File: src/rtl/uart_tx.sv
// UART transmitter: start, 8 data bits LSB first, optional even parity, stop.
// Define UART_TX_PARITY_EN to compile in the parity bit (11-bit frames); otherwise frames are 10 bits.
module uart_tx #(
  parameter int unsigned CLK_PER_BIT = 87
) (
  input  logic       clk,
  input  logic       reset,
  input  logic       i_tx_valid,
  input  logic [7:0] i_tx_data,
  output logic       o_tx_ready,
  output logic       o_tx_serial,
  output logic       o_tx_active,
  output logic       o_tx_done
);

  localparam int unsigned CNT_W = 8;
  localparam int unsigned IND_W = 3;
  localparam logic [CNT_W-1:0] TERM_CNT = CNT_W'(CLK_PER_BIT - 1);

  typedef enum logic [2:0] {
    S_IDLE   = 3'd0,
    S_START  = 3'd1,
    S_DATA   = 3'd2,
    S_PARITY = 3'd3,
    S_STOP   = 3'd4
  } state_t;

  state_t           r_state;
  state_t           w_state_nxt;
  logic [7:0]       r_buf;
  logic             r_buf_valid;
  logic [7:0]       r_shift;
  logic [CNT_W-1:0] r_bit_cnt;
  logic [IND_W-1:0] r_bit_ind;
  logic             r_serial;
  logic             r_active;
  logic             r_done;
  logic             r_ready;

  logic [7:0]       w_shift_nxt;
  logic [CNT_W-1:0] w_cnt_nxt;
  logic [IND_W-1:0] w_ind_nxt;
  logic             w_buf_valid_nxt;
  logic             w_drain;
  logic             w_accept;
  logic             w_term;
  logic             w_done_nxt;
  logic             w_serial_nxt;

  assign w_accept = i_tx_valid && !r_buf_valid;
  assign w_term   = (r_bit_cnt == TERM_CNT);

  // Next state, counters and buffer drain.
  always_comb begin
    w_state_nxt = r_state;
    w_shift_nxt = r_shift;
    w_cnt_nxt   = r_bit_cnt + CNT_W'(1);
    w_ind_nxt   = r_bit_ind;
    w_drain     = 1'b0;
    w_done_nxt  = 1'b0;
    case (r_state)
      S_IDLE: begin
        w_cnt_nxt = '0;
        if (r_buf_valid) begin
          w_drain     = 1'b1;
          w_shift_nxt = r_buf;
          w_state_nxt = S_START;
        end
      end
      S_START: begin
        if (w_term) begin
          w_cnt_nxt   = '0;
          w_ind_nxt   = '0;
          w_state_nxt = S_DATA;
        end
      end
      S_DATA: begin
        if (w_term) begin
          w_cnt_nxt = '0;
          if (r_bit_ind == IND_W'(7)) begin
            w_ind_nxt = '0;
`ifdef UART_TX_PARITY_EN
            w_state_nxt = S_PARITY;
`else
            w_state_nxt = S_STOP;
`endif
          end else begin
            w_ind_nxt = r_bit_ind + IND_W'(1);
          end
        end
      end
`ifdef UART_TX_PARITY_EN
      S_PARITY: begin
        if (w_term) begin
          w_cnt_nxt   = '0;
          w_state_nxt = S_STOP;
        end
      end
`endif
      S_STOP: begin
        if (w_term) begin
          w_cnt_nxt  = '0;
          w_done_nxt = 1'b1;
          if (r_buf_valid) begin
            w_drain     = 1'b1;
            w_shift_nxt = r_buf;
            w_state_nxt = S_START;
          end else begin
            w_state_nxt = S_IDLE;
          end
        end
      end
      default: begin
        w_cnt_nxt   = '0;
        w_ind_nxt   = '0;
        w_state_nxt = S_IDLE;
      end
    endcase
  end

  // Drain and accept are mutually exclusive: drain needs a full buffer, accept an empty one.
  always_comb begin
    w_buf_valid_nxt = r_buf_valid;
    if (w_drain) begin
      w_buf_valid_nxt = 1'b0;
    end else if (w_accept) begin
      w_buf_valid_nxt = 1'b1;
    end
  end

  // Line level for the state being entered, so the registered output lines up with the state.
  always_comb begin
    w_serial_nxt = 1'b1;
    case (w_state_nxt)
      S_START:  w_serial_nxt = 1'b0;
      S_DATA:   w_serial_nxt = w_shift_nxt[w_ind_nxt];
`ifdef UART_TX_PARITY_EN
      S_PARITY: w_serial_nxt = ^w_shift_nxt;
`endif
      default:  w_serial_nxt = 1'b1;
    endcase
  end

  always_ff @(posedge clk) begin
    if (reset) begin
      r_state     <= S_IDLE;
      r_buf       <= '0;
      r_buf_valid <= 1'b0;
      r_shift     <= '0;
      r_bit_cnt   <= '0;
      r_bit_ind   <= '0;
      r_serial    <= 1'b1;
      r_active    <= 1'b0;
      r_done      <= 1'b0;
      r_ready     <= 1'b1;
    end else begin
      r_state     <= w_state_nxt;
      r_buf_valid <= w_buf_valid_nxt;
      r_shift     <= w_shift_nxt;
      r_bit_cnt   <= w_cnt_nxt;
      r_bit_ind   <= w_ind_nxt;
      r_serial    <= w_serial_nxt;
      r_active    <= (w_state_nxt != S_IDLE);
      r_done      <= w_done_nxt;
      r_ready     <= !w_buf_valid_nxt;
      if (w_accept) begin
        r_buf <= i_tx_data;
      end
    end
  end

  assign o_tx_ready  = r_ready;
  assign o_tx_serial = r_serial;
  assign o_tx_active = r_active;
  assign o_tx_done   = r_done;

endmodule

File: config.mk
export PLATFORM = sky130hd
export DESIGN_NAME = uart_tx
export DESIGN_NICKNAME = d
export VERILOG_FILES = /design/src/rtl/uart_tx.sv
export SDC_FILE = /design/constraint.sdc
export NUM_CORES = 1
export LEC_CHECK = 0
export CAP_MARGIN = 20
export CORE_MARGIN = 4
export CORE_UTILIZATION = 56
export DETAILED_ROUTE_END_ITERATION = 10
export PLACE_DENSITY = 0.78
export SKIP_LAST_GASP = 1
export SYNTH_ARGS = -nofsm -noshare
export SYNTH_HDL_FRONTEND = slang
export SYNTH_SLANG_ARGS = --single-unit
export TNS_END_PERCENT = 100
File: constraint.sdc
create_clock -name clk -period 3.4 [get_ports clk]
set_clock_uncertainty 0.05 [all_clocks]
set_input_delay 0.68 -clock clk [delete_from_list [all_inputs] [get_ports clk]]
set_output_delay 0.68 -clock clk [all_outputs]
set_load 0.02 [all_outputs]
=== Word-level counts from Yosys, hierarchy flattened ===
Index checks and enable logic that the tools add are counted.

* Logic and storage cells: 54
* Flip-flop bits (word level): 35

* Bitwise operators: 2
* Equal/unequal tests: 7
* Add/subtract/negate cells: 2
* $lt $le $gt $ge: 1
* Mux-type cells: 23
* Reduce and logical (&&, ||, !) cells: 9

{| class="wikitable"
|+ Operators by type and width
! cell !! count
|-
| $mux 3 || 8
|-
| $mux 8 || 2
|-
| $pmux 8 s2 || 1
|-
| $pmux 3 s4 || 1
|-
| $pmux 3 s3 || 1
|-
| $add 8x1->8 const B || 1
|-
| $eq 8x7->1 const B || 1
|-
| $mux 1 || 7
|-
| $eq 3x1->1 const B || 2
|-
| $eq 3x2->1 const B || 2
|-
| $eq 3x3->1 const B || 2
|-
| $reduce_or 3->1 || 2
|-
| $lt 3x4->1 const B || 1
|-
| $pmux 1 s2 || 2
|-
| $reduce_or 2->1 || 2
|-
| $add 3x1->3 const B || 1
|-
| $bmux 1 s3 || 1
|-
| $logic_not 3->1 || 1
|-
| $reduce_bool 3->1 || 1
|-
| $logic_not 1->1 || 2
|-
| $not 1->1 || 2
|-
| $logic_and 1x1->1 || 1
|}

=== Logic depth before layout (Yosys ltp) ===
Gate-level depths: netlist (run 1).

* Depth after elaboration: 7
* Depth in mapped cells: 9
* Mapped depth without buffers: 8

=== Worst setup path after synthesis (run 1) ===
No wires, ideal clock.

* Path kind: register -> register
* From: register r_bit_ind[0]
* To: register r_serial, in the netlist o_tx_serial
* Path buffers: 0
* Stages on the path, launching flop included: 9
* Slack: 0.915 ns
* Arrival: 2.307 ns
* Cell sequence: dfxtp_1 -> ha_1 -> ha_1 -> or4b_1 -> or4_4 -> nand3_1 -> mux2_2 -> o2bb2ai_1 -> o211ai_2

* Cells in the longest elaborated chain, start to end: 7
* Elaborated cells between the ends (all ways): 14

{| class="wikitable"
|+ Ends and longest elaborated chain
! item !! line !! text
|-
| start, declared || 34 || <nowiki>logic [IND_W-1:0] r_bit_ind;</nowiki>
|-
| start signal, assigned || 161 || <nowiki>r_bit_ind <= w_ind_nxt;</nowiki>
|-
| $add 3x1->3 or $eq 3x3->1 (tied branches) || 88, 80 ||
|-
| $mux 3 || 80 || <nowiki>if (r_bit_ind == IND_W'(7)) begin</nowiki>
|-
| $mux 3 || 78 || <nowiki>if (w_term) begin</nowiki>
|-
| $pmux 3 s3 || 61 || <nowiki>case (r_state)</nowiki>
|-
| $bmux 1 s3 || 136 || <nowiki>S_DATA: w_serial_nxt = w_shift_nxt[w_ind_nxt];</nowiki>
|-
| $mux 1 (not written as such) || 136 ||
|-
| $pmux 1 s2 * || 134 || <nowiki>case (w_state_nxt)</nowiki>
|-
| end signal, assigned || 162 || <nowiki>r_serial <= w_serial_nxt;</nowiki>
|-
| end, declared || 35 || <nowiki>logic r_serial;</nowiki>
|}

Every way passes the cells marked *; elsewhere a longest branch is shown, timed or not. The select of a mux whose other input is x is not followed.
A chain may end at the register's enable or synchronous reset.

=== Worst setup path after layout (run 1) ===
Ends and elaborated chain as after synthesis.

==> results of run 1 <==
## layer usage
| metal | global-route usage (%) | routed length (um) | vias to the layer above |
|---|---|---|---|
| li1 | - | - | 656 |
| met1 | 22.5 | 1370 | 596 |
| met2 | 32.0 | 1580 | 26 |
| met3 | 5.99 | 125 | 5 |
| met4 | 6.67 | 36 | 0 |
| met5 | 0 | 0 | - |
## per-stage QoR
stage | hold slack [ns] | total power [mW]
detailed placement | 0.402 | 0.524
floorplan | 0.381 | 0.498
CTS | 0.422 | 0.890
finish | 0.420 | 0.881
global placement | 0.395 | 0.521
global route | 0.443 | 0.920
## placed cells by master, fill, tap and decap left out, types with 2 or more instances in the layout
| cell type | n |
|---|---|
| clkdlybuf4s50_1 | 14 |
| nor3_1 | 3 |
| mux2i_1 | 9 |
| bufinv_16 | 2 |
| xnor2_1 | 2 |
| nand4_1 | 3 |
| o211ai_1 | 2 |
| dfxtp_1 | 35 |
| nand2b_1 | 3 |
| mux2_2 | 2 |
| nor4b_1 | 2 |
| nand2_1 | 20 |
| xor2_1 | 4 |
| ha_1 | 4 |
| and3_1 | 3 |
| nor2b_1 | 2 |
| clkbuf_4 | 5 |
| nand3b_1 | 2 |
| nor2_1 | 27 |
| o21ai_0 | 3 |
| inv_1 | 4 |
| a21oi_1 | 14 |
| nand3_1 | 5 |
| buf_4 | 2 |
## cell type report
type,instances,area [sq um]
Sequential cell,35,701
Clock buffer,6,41.3
Timing Repair Buffer,16,155
Inverter,4,15.0
Tap cell,31,38.8
Clock inverter,2,60.1
Fill cell,227,913
Multi-Input combinational cell,132,833
## sequential cells by signal, indices dropped and copies added (netlist names), 3 cells and up
signal,count
r_bit_cnt,8
r_bit_ind,3
r_buf,8
r_shift,8
r_state,3
## power by group through the flow
stage | Clock (mW) | Combinational [mW] | Sequential [mW]
detailed placement | 0 | 0.0786 | 0.446
global route | 0.394 | 0.0880 | 0.439
finish | 0.366 | 0.0782 | 0.436
floorplan | 0 | 0.0533 | 0.445
CTS | 0.374 | 0.0790 | 0.436
global placement | 0 | 0.0760 | 0.445
## cells by family (layout without fill, tap and decap cells)
| family | Yosys count | after routing | share of synthesized area, % |
|---|---|---|---|
| compound gates | 28 | 28 | 11.5 |
| buf+inv | 14 | 28 | 5.25 |
| flops | 35 | 35 | 43.3 |
| mux | 11 | 11 | 6.96 |
| xor+xnor | 6 | 6 | 3.25 |
| fa+ha+maj | 4 | 4 | 3.09 |
| simple gates | 83 | 83 | 26.7 |
## worst register-to-register path, cell delays in order, from the launching register on
cell and delay (ns):
dfxtp_1 0.35, ha_1 0.21, ha_1 0.21, or4b_1 0.50
or4_4 0.43, nand3_1 0.18, mux2_2 0.37, o2bb2ai_1 0.21
o211ai_2 0.10
## worst paths after layout
kind,startpoint,to,cells past startpoint
setup / recovery,r_bit_ind[0]$_SDFF_PP0_,o_tx_serial$_SDFF_PP1_,8
hold / removal,r_buf[1]$_SDFFE_PP0P_,r_shift[1]$_SDFF_PP0_,2
hold reg to reg,r_buf[1]$_SDFFE_PP0P_,r_shift[1]$_SDFF_PP0_,2
setup reg to reg,r_bit_ind[0]$_SDFF_PP0_,o_tx_serial$_SDFF_PP1_,8
==> metrics.md, run 1 <==
| Metric | Value |
|---|---|
| First-pass GRT wire length | 5.36 mm |
| Max Freq | 0.368 GHz |
| Count leader, synth | dfxtp_1 |
| Row cnt | 19 |
| Post-synth top area cell | dfxtp_1 |
| Pint | 0.693 mW |
| Routed WL per cell | 13.8 um |
| Clock Path Buffers | 2 |
| Vias per cell | 5.68 |
| Final Slew Violations | 0 |
| Post_cts resized | 0 |
| Switch Pwr | 0.188 mW |
| Sw frac | 21.3% |
| Worst path required time | 3.57 ns |
| Fin cells | 226 |
| Min setup slack post-route | 0.682 ns |
| Yosys top cell area share | 43.3% |
| Synth cell count leaders | dfxtp_1 (35), nor2_1 (27), nand2_1 (20), a21oi_1 (14), mux2i_1 (9) |
| Dpl hpwl | 2.29 mm |
| Post-Place Setup Slack | 0.708 ns |
| Synthesized flop and latch total | 35 |
| Least-Margin Pin Slew | 0.533 ns |
| Syn nets | 196 |
| Placer Congestion | 0.981 |
| TritonCTS clock tree | built |
| Nets | 209 |
| First-pass detailed-route iteration total | 4 |
| Htree depth | 2 |
| Most frequent CP cell | ha_1 |
| Largest net degree at the start of global routing | 28 |
| Cell variety after synth | 46 |
| CTS Hold Bufs | 0 |
| DRT iter0 DRCs | 57 |
| Fin crit share | 80.0% |
| Total Wirelength | 3.11 mm |
| Hold Path Class | flip-flop to flip-flop |
| Clock group share of total power | 41.6% |
| Flop pwr share | 49.6% |
| Worst-Skew Late Latency | 0.33 ns |
| Leak pwr | 0.685 nW |
| I/O pin total | 15 |
| Peak supply drop | 0.000482 V |
| # diodes | 0 |
| Crit path buf inv count | 0 |
| Crit-path slowest cell | or4b_1 |
| Antenna violations before repair | 0 |
| Post-Synthesis Cells | 181 |
| Placed Area | 0.00174 sq mm |
| R2r setup slk | 0.68 ns |
| Routed Antenna Nets | 0 |
| Area growth, synth to finish | 13.9% |
| Synth area leaders | dfxtp_1 (43%), nor2_1 (6.3%), mux2i_1 (5.6%), nand2_1 (4.6%), a21oi_1 (4.3%) |
| Vias post-DR | 1283 |
| Status | complete, no violations |
| Syn avg cell area | 8.95 sq um |
| Syn. warnings | 0 |
| Vias in the first global route | 1277 |
| Inst Count DP | 218 |
| Setup crit end kind | flip-flop |
| CP Data Arrival Time | 2.89 ns |
| GRT Overall Usage | 18.9% |
| # port buffers | 14 |
| Most used DFF post-synth | dfxtp_1 |
| Clock sinks | 35 |
| Num CTS Buffers | 5 |
| Post-Syn Area | 0.00162 sq mm |
| Post-layout util | 66.9% |
| Worst path max stage delay | 0.50 ns |
| Combinational Power Share | 8.9% |
| Crit path time final | 2.72 ns |
| Clock Tree Root | clkbuf_4 |
| Critical path launch point type | flip-flop |
| Final setup TNS | 0 ns |
| Post-CTS setup buffers | 0 |
| Crit-path max FO | 4 |
| Clock-pin slew on the worst setup and hold paths | 0.11 ns |
| Final Hold Fails | 0 |
| Die area | 0.00382 sq mm |
| DRC Markers | 0 |
| Relative slew slack | 64.1% |
| Post-synth EDFFs | 0 |
| Design area | 0.00184 sq mm |
| Worst path cell trace | ha_1 -> ha_1 -> or4b_1 -> or4_4 -> nand3_1 -> mux2_2 -> o2bb2ai_1 -> o211ai_2 |
| Top delay family on crit path | simple AND/OR/NAND/NOR gates |
| Register area share after synthesis | 43.3% |
| Die Y | 61.8 um |
| Max-cap viol count | 0 |
| Core footprint | 0.00276 sq mm |
| Power Dens Cells | 477 mW/mm^2 |
| Layout cells sized above 1 | 9.74% |
| Initial Utilization | 58.7% |
| Crit path kind | flip-flop to flip-flop |
| Asr flop ratio synth | 0% |
| Gr ovfl total | 0 |
| RSZ-0062 raised after global routing | no |
| Final setup viols | 0 |
| Die Width | 61.8 um |
No activity file was read; power rests on OpenSTA's default activity.
==> run 2, diff against run 1 <==
==> constraint.sdc (replaced) <==
create_clock -name clk -period 2.7 [get_ports clk]
set_clock_uncertainty 0.05 [all_clocks]
set_input_delay 0.54 -clock clk [delete_from_list [all_inputs] [get_ports clk]]
set_output_delay 0.54 -clock clk [all_outputs]
set_load 0.02 [all_outputs]
==> run 2 against run 1 <==
Against the previous run: sequential power increased by 26%; critical path type unchanged; critical path depth unchanged; global-route usage decreased by 0.36 points; first-iteration DRC count is 25% higher; highest routed layer unchanged; worst setup slack got worse by 0.61 ns; sequential cell count stayed put; via count rose by 1.2%; final cell count is 0.44% higher; wire length down 1.1%; combinational power is 28% higher.
==> metrics.md, run 2 (synthesized netlist as in run 1, its figures left out) <==
| Metric | Value |
|---|---|
| Status | complete, no violations |
| Die Y | 61.8 um |
| Fin crit share | 97.5% |
| Worst path cell trace | ha_1 -> ha_1 -> or4b_1 -> or4_4 -> nand3_1 -> mux2_2 -> o2bb2ai_1 -> o211ai_2 |
| Final Hold Fails | 0 |
| Final setup TNS | 0 ns |
| Num CTS Buffers | 5 |
| Die Width | 61.8 um |
| Max Freq | 0.380 GHz |
| GRT Overall Usage | 18.5% |
| Setup crit end kind | flip-flop |
| Critical path launch point type | flip-flop |
| Largest regs | r_bit_cnt x8, r_buf x8, r_shift x8 |
| RSZ-0062 raised after global routing | no |
| Crit path buf inv count | 0 |
| Hold slack | 0.411 ns |
| Vias per cell | 5.72 |
| Worst path required time | 2.87 ns |
| Vias in the first global route | 1176 |
| Clock-pin slew on the worst setup and hold paths | 0.11 ns |
| CP Data Arrival Time | 2.80 ns |
| Die area | 0.00382 sq mm |
| Crit path kind | flip-flop to flip-flop |
| Overall Power | 1.03 mW |
| Core footprint | 0.00276 sq mm |
| # port buffers | 14 |
| Largest net degree at the start of global routing | 27 |
| Routed Antenna Nets | 0 |
| Dpl hpwl | 2.28 mm |
| Post_cts resized | 0 |
| Crit-path max FO | 4 |
| Placer Congestion | 0.911 |
| I/O pin total | 15 |
| Crit path time final | 2.63 ns |
| Clock Path Buffers | 2 |
| First-pass GRT wire length | 5.03 mm |
| Routed WL per cell | 13.6 um |
| Most frequent CP cell | ha_1 |
| Antenna violations before repair | 0 |
| Gr ovfl total | 0 |
| First-pass detailed-route iteration total | 4 |
| Layout cells sized above 1 | 10.7% |
| Top delay family on crit path | simple AND/OR/NAND/NOR gates |
| Vias post-DR | 1298 |
| Leak pwr | 0.683 nW |
| Relative slew slack | 65.4% |
| DRC Markers | 0 |
| Nets | 210 |
| Power Dens Cells | 560 mW/mm^2 |
| Max-cap viol count | 0 |
| DRT iter0 DRCs | 71 |
| CTS Hold Bufs | 0 |
| Area growth, synth to finish | 13.1% |
| Worst path max stage delay | 0.50 ns |
| Final setup viols | 0 |
| Crit-path slowest cell | or4b_1 |
| TritonCTS clock tree | built |
| Total Wirelength | 3.08 mm |
| Peak supply drop | 0.000500 V |
| Post-layout util | 66.4% |
| Clock Tree Root | clkbuf_4 |
| # diodes | 0 |
| Least-Margin Pin Slew | 0.513 ns |
| Initial Utilization | 58.7% |
| Htree depth | 2 |
| Post-CTS setup buffers | 0 |
| Most frequent cells in the layout | dfxtp_1 (35), nor2_1 (27), nand2_1 (20) |
| Hold Path Class | flip-flop to flip-flop |
| Row cnt | 19 |
| Worst-Skew Late Latency | 0.34 ns |
| Clock sinks | 35 |
| Commonest non-fill, non-tap cell in the layout | dfxtp_1 |
| Final Slew Violations | 0 |
[run 2: changes by cell type in the layout (fill, tap and decap cells not counted), sizes merged]
cell / previous run / this run
clkbuf: 6 / 5
buf: 2 / 3
clkinv: 0 / 2
bufinv: 2 / 1
[run 2: worst min-delay path, stage by stage (launching register included)]
cell and delay [ns]:
dfxtp_1 0.33, nand2_1 0.05, a21oi_1 0.05
[run 2: cell type report]
type,instances,area [sq um]
Clock buffer,5,37.5
Clock inverter,3,43.8
Fill cell,249,926
Inverter,4,15.0
Multi-Input combinational cell,132,833
Sequential cell,35,701
Tap cell,31,38.8
Timing Repair Buffer,17,163
[run 2: stage by stage]
step	cell area, sq um	setup WS (ns)	std cells
after global routing	1830	0.00328	227
after CTS	1830	0.0778	227
after detailed placement	1750	0.0960	219
after floorplan	1620	0.215	181
after global placement	1750	0.159	219
final	1830	0.0680	227
[run 2: where the power goes]
part	switching, mW	total (mW)	leakage, nW	internal (mW)
combinational	0.0502	0.100	0.353	0.0499
clock	0.182	0.377	0.0452	0.195
sequential	0.0135	0.549	0.285	0.535
total	0.246	1.03	0.683	0.780
[run 2: final timing paths]
| check | startpoint | endpoint | slack (ns) | depth (start not counted) |
|---|---|---|---|---|
| worst max-delay path | r_bit_ind[0]$_SDFF_PP0_ | o_tx_serial$_SDFF_PP1_ | 0.07 | 8 |
| worst min-delay path | r_shift[3]$_SDFF_PP0_ | r_shift[3]$_SDFF_PP0_ | 0.41 | 2 |
| worst max register to register | r_bit_ind[0]$_SDFF_PP0_ | o_tx_serial$_SDFF_PP1_ | 0.07 | 8 |
| worst min register to register | r_shift[3]$_SDFF_PP0_ | r_shift[3]$_SDFF_PP0_ | 0.41 | 2 |
[run 2: metal layers]
| layer | track usage (%) | vias to the layer above | wire, um | part of all wire (%) |
|---|---|---|---|---|
| met2 | 30.3 | 32 | 1570 | 51 |
| met4 | 8.18 | 0 | 27 | 0.88 |
| met5 | 0 | - | 0 | 0 |
| met1 | 21.3 | 602 | 1300 | 42 |
| li1 | - | 659 | - | - |
| met3 | 7.44 | 5 | 185 | 6.0 |
==> run 3, diff against run 2 <==
--- a/config.mk
+++ b/config.mk
@@ -5,7 +5,6 @@
 export SDC_FILE = /design/constraint.sdc
 export NUM_CORES = 1
 export LEC_CHECK = 0
-export CAP_MARGIN = 20
 export CORE_MARGIN = 4
 export CORE_UTILIZATION = 56
 export DETAILED_ROUTE_END_ITERATION = 10
@@ -14,4 +13,3 @@
 export SYNTH_ARGS = -nofsm -noshare
 export SYNTH_HDL_FRONTEND = slang
 export SYNTH_SLANG_ARGS = --single-unit
-export TNS_END_PERCENT = 100
==> results of run 3 <==
No change in the layout: final DEF, timing and power equal those of run 2.
